==> config.mk <==
export PLATFORM = sky130hd
export DESIGN_NAME = scalable_divider
export DESIGN_NICKNAME = d
export VERILOG_FILES = /design/src/rtl/scalable_divider.sv
export SDC_FILE = /design/constraint.sdc
export NUM_CORES = 1
export LEC_CHECK = 0
export ABC_AREA = 1
export BUFFER_PORTS_ARGS = -buffer_cell sky130_fd_sc_hd__buf_2
export CORE_UTILIZATION = 58
export DETAILED_ROUTE_END_ITERATION = 10
export GPL_TIMING_DRIVEN = 0
export HOLD_SLACK_MARGIN = 0.08
export PLACE_DENSITY = 0.82
export SLEW_MARGIN = 5
export SYNTH_ARGS = -nofsm -noshare
export SYNTH_HDL_FRONTEND = slang
export SYNTH_SLANG_ARGS = --single-unit
export TNS_END_PERCENT = 30
==> constraint.sdc <==
create_clock -name clk -period 2.17 [get_ports clk]
set_input_delay 0.5425 -clock clk [delete_from_list [all_inputs] [get_ports clk]]
set_output_delay 0.5425 -clock clk [all_outputs]
set_load 0.005 [all_outputs]
==> src/rtl/scalable_divider.sv <==
// Sequential radix-2 restoring unsigned divider, one quotient bit per clock, start/done handshake.
// Optional macro DIV_ZERO_DET_EN: B=0 short-circuits to DONE and raises div0.
module scalable_divider #(
  parameter int DATA_WIDTH = 4
) (
  input  logic                  clk,
  input  logic                  rst_n,
  input  logic                  start,
  input  logic [DATA_WIDTH-1:0] A,
  input  logic [DATA_WIDTH-1:0] B,
  output logic                  ready,
  output logic                  done,
  output logic [DATA_WIDTH-1:0] Q,
  output logic [DATA_WIDTH-1:0] R
`ifdef DIV_ZERO_DET_EN
  ,
  output logic                  div0
`endif
);
  localparam int W  = DATA_WIDTH;
  localparam int CW = $clog2(DATA_WIDTH + 1);

  typedef enum logic [1:0] {S_IDLE, S_BUSY, S_DONE} state_t;

  state_t          r_state, w_state_nx;
  logic [W-1:0]    r_q, r_b, r_rem, r_quo, r_res;
  logic [CW-1:0]   r_cnt;
  logic            w_accept, w_last;
  logic [W:0]      w_rem_sh;
  logic            w_ge;
  logic [W-1:0]    w_rem_nx, w_q_nx;
`ifdef DIV_ZERO_DET_EN
  logic            r_div0;
  logic            w_bzero;
  assign w_bzero = (B == '0);
  assign div0    = r_div0;
`endif

  // The stored remainder is always < B, so it fits in W bits; only the
  // shifted value needs the extra bit for the compare.
  assign w_rem_sh = {r_rem, r_q[W-1]};
  assign w_ge     = (w_rem_sh >= {1'b0, r_b});
  assign w_rem_nx = w_ge ? W'(w_rem_sh - {1'b0, r_b}) : w_rem_sh[W-1:0];
  assign w_q_nx   = {r_q[W-2:0], w_ge};
  assign w_last   = (r_cnt == CW'(1));

  assign ready = (r_state != S_BUSY);
  assign done  = (r_state == S_DONE);
  assign Q     = r_quo;
  assign R     = r_res;

  always_comb begin
    w_state_nx = r_state;
    w_accept   = 1'b0;
    case (r_state)
      S_IDLE, S_DONE: begin
        if (start) begin
          w_accept   = 1'b1;
          w_state_nx = S_BUSY;
`ifdef DIV_ZERO_DET_EN
          if (w_bzero) w_state_nx = S_DONE;
`endif
        end else begin
          w_state_nx = S_IDLE;
        end
      end
      S_BUSY:  if (w_last) w_state_nx = S_DONE;
      default: w_state_nx = S_IDLE;
    endcase
  end

  always_ff @(posedge clk) begin
    if (!rst_n) begin
      r_state <= S_IDLE;
      r_q     <= '0;
      r_b     <= '0;
      r_rem   <= '0;
      r_cnt   <= '0;
      r_quo   <= '0;
      r_res   <= '0;
`ifdef DIV_ZERO_DET_EN
      r_div0  <= 1'b0;
`endif
    end else begin
      r_state <= w_state_nx;
      if (w_accept) begin
        r_q   <= A;
        r_b   <= B;
        r_rem <= '0;
        r_cnt <= CW'(W);
`ifdef DIV_ZERO_DET_EN
        r_div0 <= w_bzero;
        if (w_bzero) begin
          r_quo <= '1;
          r_res <= A;
        end
`endif
      end else if (r_state == S_BUSY) begin
        r_q   <= w_q_nx;
        r_rem <= w_rem_nx;
        r_cnt <= r_cnt - CW'(1);
        // Results publish only on the last iteration, i.e. on entry to DONE.
        if (w_last) begin
          r_quo <= w_q_nx;
          r_res <= w_rem_nx;
        end
      end
    end
  end
endmodule

==> results of run 1 <==
worst min-delay path by stage:
stage / from / to / slack [ps] / cells past startpoint
floorplan: r_b[2]$_SDFFE_PN0P_ / r_b[2]$_SDFFE_PN0P_ / 440 / 2
global placement: r_b[2]$_SDFFE_PN0P_ / r_b[2]$_SDFFE_PN0P_ / 460 / 2
detailed placement: r_b[0]$_SDFFE_PN0P_ / r_b[0]$_SDFFE_PN0P_ / 470 / 2
CTS: r_b[0]$_SDFFE_PN0P_ / r_b[0]$_SDFFE_PN0P_ / 480 / 2
global route: B[0] / r_b[0]$_SDFFE_PN0P_ / 500 / 3
finish: r_b[0]$_SDFFE_PN0P_ / r_b[0]$_SDFFE_PN0P_ / 490 / 2
state kept, by name (all words and copies together), names as in the netlist:
register / cells
Q: 4
R: 4
r_b: 4
r_q: 4
r_rem: 4
r_cnt: 3
r_state: 2
Yosys cell counts:
master,count,area (um2)
a211oi_1,3,22.52
a21oi_1,9,45.04
a21oi_2,1,8.760
a221oi_1,2,17.52
buf_4,2,15.01
buf_8,1,15.01
clkbuf_1,1,3.750
clkinv_1,1,3.750
dfxtp_1,25,500.5
fa_1,1,20.02
ha_1,6,75.07
inv_1,29,108.9
inv_4,1,6.260
inv_6,1,8.760
nand2_1,26,97.59
nand2_2,1,6.260
nand2_4,4,45.04
nand3_1,16,80.08
nor2_1,21,78.83
nor2_2,3,18.77
nor3_1,1,5.000
o21ai_0,9,45.04
o21ai_1,4,20.02
or2_2,1,6.260
xnor2_1,1,8.760
metrics by stage:
| stage | util, % | area [um2] |
|---|---|---|
| 2_1_floorplan | - | 1262 |
| 3_3_place_gp | 69.75 | 1396 |
| 3_5_place_dp | 69.75 | 1396 |
| 4_1_cts | 71.06 | 1423 |
| 5_1_grt | 71.06 | 1423 |
| 6_report | 71.06 | 1423 |
power groups by stage:
stage | clock (mW) | sequential, mW | combinational, mW
5_1_grt | 0.221 | 0.512 | 0.286
6_report | 0.196 | 0.508 | 0.253
3_3_place_gp | 0 | 0.518 | 0.240
3_5_place_dp | 0 | 0.519 | 0.250
2_1_floorplan | 0 | 0.515 | 0.193
4_1_cts | 0.202 | 0.508 | 0.252
kinds of logic after synthesis:
logic type	synth area share [%]
buf+inv	12.78
xor+xnor	0.6939
flops	39.64
fa+ha+maj	7.532
simple gates	26.76
compound gates	12.59
metal layers:
metal / track usage (%) / up-vias
li1: - / 584
met3: 3.145 / 4
met2: 41.90 / 29
met5: 0 / -
met4: 9.314 / 0
met1: 30.27 / 493
area by class of cell:
class,count,area share (%)
Multi-Input combinational cell,109,42.22
Sequential cell,25,35.18
Inverter,32,8.971
Timing Repair Buffer,20,7.036
Buffer,4,2.375
Tap cell,27,2.375
Clock buffer,4,1.847
worst max-delay path, cell delays in order (launching register included):
cell	delay, ps
dfxtp_1	330
inv_1	50
ha_1	350
a21oi_2	210
nand2_2	90
nand2_4	100
nand2_4	70
nand2_1	100
nand3_1	80
nand2_1	70
inv_1	40
placed cells by master, fill, tap and decap left out, drive strengths merged:
cell	netlist	final
inv	31	31
nand2	31	31
dfxtp	25	25
nor2	24	24
buf	3	23
nand3	16	16
o21ai	13	13
a21oi	10	10
ha	6	6
clkbuf	1	5
a211oi	3	3
a221oi	2	2
clkinv	1	1
nor3	1	1
or2	1	1
xnor2	1	1
fa	1	1
==> flow_metrics.py, run 1 <==
metrics = {
    "global_routing": {
        "antenna_found_initial": 0,
        "grt.overflow.total": 0,
        "grt_pass1_wl_mm": 4.512,
        "grt_max_degree": 14,
        "grt_usage_pct": 24.20,
        "grt_pass1_vias": 1101,
    },
    "flow_run": {
        "max_cap_violations": 0,
    },
    "placement": {
        "dp.cells": 217,
        "dp_hpwl_mm": 1.972,
        "place_congestion": 0.8238,
        "io_buffers": 20,
        "dp_slack_ps": 615.4,
    },
    "layout": {
        "area_growth_pct": 12.69,
        "diodes": 0,
        "layout-drive-gt1-share_pct": 19.59,
        "nNetsFinal": 213,
        "fillCellCount": 178,
        "finalNonFillerCells": 221,
        "multi_input_area_um2": 600.6,
        "regArea_um2": 500.5,
    },
    "timing": {
        "worst_pin_slew_ps": 494.7,
        "whs_ps": 486.3,
        "max_slew_margin_pct": 66.90,
        "fin_ws_ps": 590.5,
        "period_share_pct": 72.79,
        "max_freq_mhz": 633.1,
        "rsz0062_at_grt": "no",
        "tns_ps": 0,
        "setup_viol": 0,
        "maxSlewViolCount": 0,
        "hold_violations": 0,
        "clock_skew_ps": 3.176,
        "period_minus_slack_ps": 1580,
    },
    "die": {
        "ios": 21,
        "core_mm2": 0.002002,
        "rows": 16,
        "die_area_mm2": 0.002367,
        "dieWidth_um": 48.66,
        "initial_utilization_pct": 63.06,
        "dieHeight_um": 48.66,
    },
    "routing": {
        "wl_met1_mm": 1.203,
        "vias_per_cell": 5.023,
        "dr_wl_met3_um": 98,
        "drt_iter0_drc": 27,
        "drc": 0,
        "maxUsedRoutingLayer": "met4",
        "dr.pass1.iters": 4,
        "dr_total_vias": 1110,
        "wl_per_cell_um": 11.51,
        "drt_wl_total_mm": 2.543,
        "antenna_left": 0,
        "wl_met2_mm": 1.217,
    },
    "pwr": {
        "cellLeakagePower_nw": 0.7424,
        "internal_power_mw": 0.6552,
        "seq_power_share_pct": 53.1,
        "peakVddDrop_mv": 0.3944,
        "power.density_mw_per_mm2": 672.9,
        "total_power_mw": 0.9572,
        "combPwrFrac_pct": 26.4,
        "clkPwrFrac_pct": 20.5,
        "switchingPower_mw": 0.3021,
        "switching_share_pct": 31.56,
    },
    "critical_path": {
        "arrival_ps": 1800,
        "r2r_start": "r_b[2]$_SDFFE_PN0P_",
        "critPathKind": "reg2reg",
        "cp.required_ps": 2390,
        "end_kind": "register",
        "reg2regPathDepth": 10,
        "r2r_setup_slack_ps": 590,
        "crit_path_start": "r_b[2]$_SDFFE_PN0P_",
        "crit_end": "R[0]$_SDFFE_PN0P_",
        "crit_path_start_kind": "register",
        "critical_path.max_fanout": 6,
        "reg2reg_to": "R[0]$_SDFFE_PN0P_",
    },
    "clock_tree": {
        "cts_resized": 0,
        "clock_path_buffers": 2,
        "clkSinkCount": 25,
        "clock_latency_ps": 310,
        "root_buffer": "clkbuf_4",
        "cts_tree": "yes",
        "cts-buffers-inserted": 3,
        "hold_buffers": 0,
        "cts_max_level": 1,
        "clk_pin_slew_ps": 120,
        "postCtsSetupBuffers": 0,
    },
    "synthesis": {
        "syn_area_per_cell_um2": 7.426,
        "synth_fp_nets": 188,
        "yosysWarnings": 0,
        "seq_area_frac_synth_pct": 39.64,
        "ys_types": 25,
        "ys_seq_elements": 25,
        "syn_area_mm2": 0.001262,
        "synthCells": 170,
    },
    "outcome": {
        "status": "complete, no violations",
    },
    "min_path": {
        "hold_path_class": "reg2reg",
    },
}
Note: power is estimated with default switching activity, not from simulation.
==> run 2, diff against run 1 <==
--- a/config.mk
+++ b/config.mk
@@ -7,11 +7,11 @@
 export LEC_CHECK = 0
 export ABC_AREA = 1
 export BUFFER_PORTS_ARGS = -buffer_cell sky130_fd_sc_hd__buf_2
-export CORE_UTILIZATION = 58
+export CORE_UTILIZATION = 54
 export DETAILED_ROUTE_END_ITERATION = 10
 export GPL_TIMING_DRIVEN = 0
 export HOLD_SLACK_MARGIN = 0.08
-export PLACE_DENSITY = 0.82
+export PLACE_DENSITY = 0.77
 export SLEW_MARGIN = 5
 export SYNTH_ARGS = -nofsm -noshare
 export SYNTH_HDL_FRONTEND = slang
==> constraint.sdc (replaced) <==
create_clock -name clk -period 1.52 [get_ports clk]
set_input_delay 0.38 -clock clk [delete_from_list [all_inputs] [get_ports clk]]
set_output_delay 0.38 -clock clk [all_outputs]
set_load 0.005 [all_outputs]
==> flow_metrics.py, run 2 (synthesized netlist as in run 1, its figures left out) <==
metrics = {
    "routing": {
        "vias_per_cell": 5.256,
        "drc": 0,
        "dr.pass1.iters": 5,
        "wl_per_cell_um": 12.98,
        "dr_total_vias": 1193,
        "antenna_left": 0,
        "drt_wl_total_mm": 2.947,
        "drt_iter0_drc": 49,
    },
    "layout": {
        "diodes": 0,
        "layout_commonest_cell": "inv_1",
        "nNetsFinal": 218,
        "layout-drive-gt1-share_pct": 32.16,
        "mostFrequentLayoutCells": "inv_1 (25), nand2_1 (22), dfxtp_1 (20), nor2_1 (20), buf_2 (20)",
        "area_growth_pct": 24.08,
    },
    "global_routing": {
        "grt_use_met3_pct": 2.727,
        "grt_pass1_wl_mm": 4.416,
        "met1_usage_pct": 27.22,
        "grt_pass1_vias": 1087,
        "met2_usage_pct": 41.33,
        "grt.overflow.total": 0,
        "top_usage_layer": "met2",
        "antenna_found_initial": 0,
        "grt_max_degree": 14,
        "grt_usage_pct": 22.97,
    },
    "clock_tree": {
        "clk_pin_slew_ps": 130,
        "root_buffer": "clkbuf_4",
        "clkSinkCount": 25,
        "cts_max_level": 1,
        "cts_tree": "yes",
        "clock_path_buffers": 2,
        "hold_buffers": 0,
        "cts-buffers-inserted": 3,
        "clock_latency_ps": 320,
    },
    "die": {
        "core_mm2": 0.002212,
        "initial_utilization_pct": 57.07,
        "ios": 21,
        "dieHeight_um": 50.35,
        "dieWidth_um": 50.35,
        "die_area_mm2": 0.002535,
        "rows": 17,
    },
    "critical_path": {
        "critPathKind": "reg2reg",
        "critical_path.max_fanout": 3,
        "cp.required_ps": 1750,
        "cp_cell_sequence": "inv_2, ha_4, fa_2, inv_1, nand2_2, nand3_1, nand2_1, inv_1",
        "crit_top_cell": "inv_1",
        "slowest_delay_ps": 510,
        "critPathSlowestCell": "fa_2",
        "arrival_ps": 1720,
        "crit_path_start_kind": "register",
        "end_kind": "register",
        "r2r_setup_slack_ps": 30,
    },
    "timing": {
        "maxSlewViolCount": 0,
        "hold_violations": 0,
        "period_minus_slack_ps": 1487,
        "clock_skew_ps": 4.455,
        "worst_pin_slew_ps": 474.4,
        "max_slew_margin_pct": 68.34,
        "setup_viol": 0,
        "fin_ws_ps": 33.40,
        "period_share_pct": 97.80,
        "max_freq_mhz": 672.7,
    },
    "min_path": {
        "hold_path_class": "in2reg",
    },
    "pwr": {
        "total_power_mw": 1.523,
        "internal_power_mw": 1.006,
        "clkPwrFrac_pct": 19.6,
        "combPwrFrac_pct": 32.3,
        "peakVddDrop_mv": 0.5539,
        "cellLeakagePower_nw": 0.7884,
        "switching_share_pct": 33.97,
        "switchingPower_mw": 0.5175,
        "power.density_mw_per_mm2": 972.5,
        "seq_power_share_pct": 48.1,
    },
    "placement": {
        "place_congestion": 0.8273,
        "dp_hpwl_mm": 1.985,
        "dp_slack_ps": -54.67,
        "io_buffers": 20,
    },
    "outcome": {
        "status": "complete, no violations",
    },
    "flow_run": {
        "max_cap_violations": 0,
    },
}
## run 2: cell types whose count changed in the layout (fill, tap and decap cells not counted), sizes merged
cell and change:
buf +5
## run 2: power groups by stage
stage          registers [mW]  clock network [mW]  logic [mW]
6_report                0.733               0.299       0.492
5_1_grt                 0.738               0.325       0.539
4_1_cts                 0.727               0.307       0.369
3_5_place_dp            0.741                   0       0.357
3_3_place_gp            0.739                   0       0.343
2_1_floorplan           0.736                   0       0.275
## run 2: through the flow
step                hold WS, ps  TNS [ps]  cells  area [um2]  util, %
floorplan                 435.4         0    170        1262        -
global placement          460.5    -10.93    218        1398    63.18
detailed placement        457.4    -278.4    218        1398    63.18
CTS                       331.5         0    223        1445    65.33
global route              323.8    -100.2    227        1567    70.81
finish                    333.7         0    227        1567    70.81
## run 2: area by class of cell
type,count,area (um2)
multi-input cells,109,696.9
fillers,178,645.6
repair buffers,25,137.6
inverters,32,130.1
flip-flops and latches,25,506.7
clock buffers,4,26.28
well taps,28,35.03
plain buffers,4,33.78
## run 2: what timing repair did
action	4_1_cts	5_1_grt
cloned	0	0
endpoints found under the setup margin	8	9
buffers inserted	1	4
pin swaps	1	9
resized for setup	2	24
## run 2: path summary, 6_finish.rpt
kind / from / endpoint / depth (start not counted)
worst min register to register: r_b[2]$_SDFFE_PN0P_ / r_b[2]$_SDFFE_PN0P_ / 2
worst min-delay path: rst_n / r_q[2]$_SDFFE_PN0P_ / 3
worst max-delay path: r_q[3]$_SDFFE_PN0P_ / r_rem[1]$_SDFFE_PP0P_ / 8
worst max register to register: r_q[3]$_SDFFE_PN0P_ / r_rem[1]$_SDFFE_PP0P_ / 8
## run 2: critical path: cells and delay by family (launching register included)
family	cells	cell delay, ps
adder cells (fa/ha/maj)	2	670
AND/OR/NAND/NOR	3	230
flip-flops	1	360
buffers and inverters	3	140
## run 2: metal layers
metal / up-vias / wire, um
met1: 541 / 1246
met2: 49 / 1463
met5: - / 0
li1: 595 / -
met4: 0 / 68
met3: 8 / 168
==> run 3, diff against run 2 <==
--- a/config.mk
+++ b/config.mk
@@ -7,10 +7,12 @@
 export LEC_CHECK = 0
 export ABC_AREA = 1
 export BUFFER_PORTS_ARGS = -buffer_cell sky130_fd_sc_hd__buf_2
+export CORE_MARGIN = 2
 export CORE_UTILIZATION = 54
 export DETAILED_ROUTE_END_ITERATION = 10
 export GPL_TIMING_DRIVEN = 0
 export HOLD_SLACK_MARGIN = 0.08
+export MAX_ROUTING_LAYER = met4
 export PLACE_DENSITY = 0.77
 export SLEW_MARGIN = 5
 export SYNTH_ARGS = -nofsm -noshare
==> flow_metrics.py, run 3 (synthesized netlist as in run 1, its figures left out) <==
metrics = {
    "placement": {
        "place_congestion": 0.8587,
        "place_area_mm2": 0.001398,
        "dp_hpwl_mm": 1.970,
        "io_buffers": 20,
    },
    "layout": {
        "diodes": 0,
        "mostFrequentLayoutCells": "inv_1 (25), dfxtp_1 (21), nand2_1 (21)",
        "nNetsFinal": 217,
        "layout_commonest_cell": "inv_1",
        "finalInstanceArea_mm2": 0.001553,
        "fin_util_pct": 70.19,
        "layout-drive-gt1-share_pct": 32.32,
        "fillCellCount": 178,
        "area_growth_pct": 22.99,
    },
    "global_routing": {
        "antenna_found_initial": 0,
        "grt_pass1_wl_mm": 4.319,
        "grt_max_degree": 14,
        "grt_pass1_vias": 1014,
        "grt_usage_pct": 21.97,
        "grt.overflow.total": 0,
    },
    "clock_tree": {
        "cts-buffers-inserted": 3,
        "clk_pin_slew_ps": 130,
        "hold_buffers": 0,
        "cts_tree": "yes",
        "clkSinkCount": 25,
        "clock_path_buffers": 2,
        "root_buffer": "clkbuf_4",
        "clock_latency_ps": 320,
        "cts_max_level": 1,
    },
    "timing": {
        "clock_skew_ps": 3.438,
        "maxSlewViolCount": 0,
        "worst_pin_slew_ps": 438.6,
        "max_freq_mhz": 660.0,
        "period_minus_slack_ps": 1515,
        "hold_violations": 0,
        "rsz0062_at_grt": "yes",
        "max_slew_margin_pct": 70.73,
        "tns_ps": 0,
        "period_share_pct": 99.68,
        "setup_viol": 0,
    },
    "pwr": {
        "power.density_mw_per_mm2": 971.2,
        "switching_share_pct": 33.85,
        "cellLeakagePower_nw": 0.7752,
        "combPwrFrac_pct": 31.9,
        "total_power_mw": 1.508,
        "clkPwrFrac_pct": 19.6,
        "internal_power_mw": 0.9975,
        "seq_power_share_pct": 48.5,
        "peakVddDrop_mv": 0.4697,
        "switchingPower_mw": 0.5105,
    },
    "die": {
        "ios": 21,
        "dieWidth_um": 52.35,
        "initial_utilization_pct": 57.07,
        "die_area_mm2": 0.002741,
        "dieHeight_um": 52.35,
        "core_mm2": 0.002212,
        "rows": 17,
    },
    "routing": {
        "dr_total_vias": 1175,
        "drc": 0,
        "wl_per_cell_um": 13.01,
        "drt_iter0_drc": 29,
        "antenna_left": 0,
        "dr.pass1.iters": 4,
        "vias_per_cell": 5.199,
        "drt_wl_total_mm": 2.940,
    },
    "critical_path": {
        "cp.required_ps": 1760,
        "r2r_start": "r_b[1]$_SDFFE_PN0P_",
        "path_delay_family": "simple AND/OR/NAND/NOR gates",
        "crit_path_start_kind": "register",
        "reg2reg_to": "R[0]$_SDFFE_PN0P_",
        "critical_path.max_fanout": 6,
        "slowest_delay_ps": 350,
        "critPathKind": "reg2reg",
        "end_kind": "register",
        "cp_cell_sequence": "inv_1, ha_4, nand2_2, inv_2, nand2_1, nand2_2, nand2_4, nand2_8, nand2_4, nand3_2, nand2_1, inv_1",
        "arrival_ps": 1750,
        "r2r_setup_slack_ps": 5,
        "critPathSlowestCell": "dfxtp_2",
        "reg2regPathDepth": 12,
        "worst-path-buf-inv": 3,
    },
    "min_path": {
        "hold_path_class": "in2reg",
        "whs_path_depth": 3,
        "holdPathEnd": "r_b[0]$_SDFFE_PN0P_",
        "hp-start": "B[0]",
    },
    "outcome": {
        "status": "complete, no violations",
    },
    "flow_run": {
        "max_cap_violations": 0,
    },
}
[run 3: cell types whose count changed in the layout (fill, tap and decap cells not counted), sizes merged]
| cell | previous run | this run |
|---|---|---|
| inv | 31 | 32 |
| clkinv | 1 | 0 |
| buf | 28 | 27 |
[run 3: worst min-delay path, cell delays in order]
cell	delay [ps]
buf_2	90
nand3_1	80
a21oi_1	60
[run 3: through the flow]
step                hold slack (ps)  setup WS [ps]  cells
floorplan                     435.4          109.4    170
global placement              456.4         -12.85    218
detailed placement            470.7         -48.90    218
CTS                           338.5        0.09970    223
global route                  340.5         -60.52    226
finish                        334.4          4.883    226
[run 3: final cells by class]
cell class	instances	area, um2	area share [%]
multi-input combinational	109	691.9	44.56
buffer	4	33.78	2.176
clock buffer	4	26.28	1.692
sequential	25	505.5	32.55
inverter	32	130.1	8.380
tap	28	35.03	2.256
timing repair buffer	24	130.1	8.380
[run 3: power by group through the flow]
stage,Clock (mW),Combinational (mW),Sequential [mW]
floorplan,0,0.275,0.736
global placement,0,0.344,0.739
detailed placement,0,0.357,0.740
CTS,0.292,0.371,0.728
global route,0.333,0.530,0.736
finish,0.295,0.481,0.732
[run 3: worst max path at each step]
stage / from / end / slack, ps / cells after the start
after global placement: r_b[2]$_SDFFE_PN0P_ / R[0]$_SDFFE_PN0P_ / -10 / 10
after floorplan: r_b[2]$_SDFFE_PN0P_ / R[3]$_SDFFE_PN0P_ / 110 / 10
after CTS: r_b[1]$_SDFFE_PN0P_ / r_rem[0]$_SDFFE_PP0P_ / 0.1 / 12
final: r_b[1]$_SDFFE_PN0P_ / R[0]$_SDFFE_PN0P_ / 5 / 12
after detailed placement: r_b[2]$_SDFFE_PN0P_ / r_rem[0]$_SDFFE_PP0P_ / -50 / 10
after global routing: r_q[3]$_SDFFE_PN0P_ / R[0]$_SDFFE_PN0P_ / -60 / 12
[run 3: per-layer routing]
layer  vias to the layer above  global-route usage (%)  part of all wire (%)  wire length [um]
met3                         5                   3.429                   3.9               114
met2                        31                   40.21                    51              1503
li1                        593                       -                     -                 -
met5                         -                       -                     0                 0
met1                       546                   24.96                    43              1278
met4                         0                   5.128                   1.5                43
[run 3: what timing repair did]
action | 4_1_cts | 5_1_grt
setup endpoints to repair | 8 | 9
buffers inserted | 1 | 3
gates resized for setup | 5 | 22
pin swaps | 1 | 6
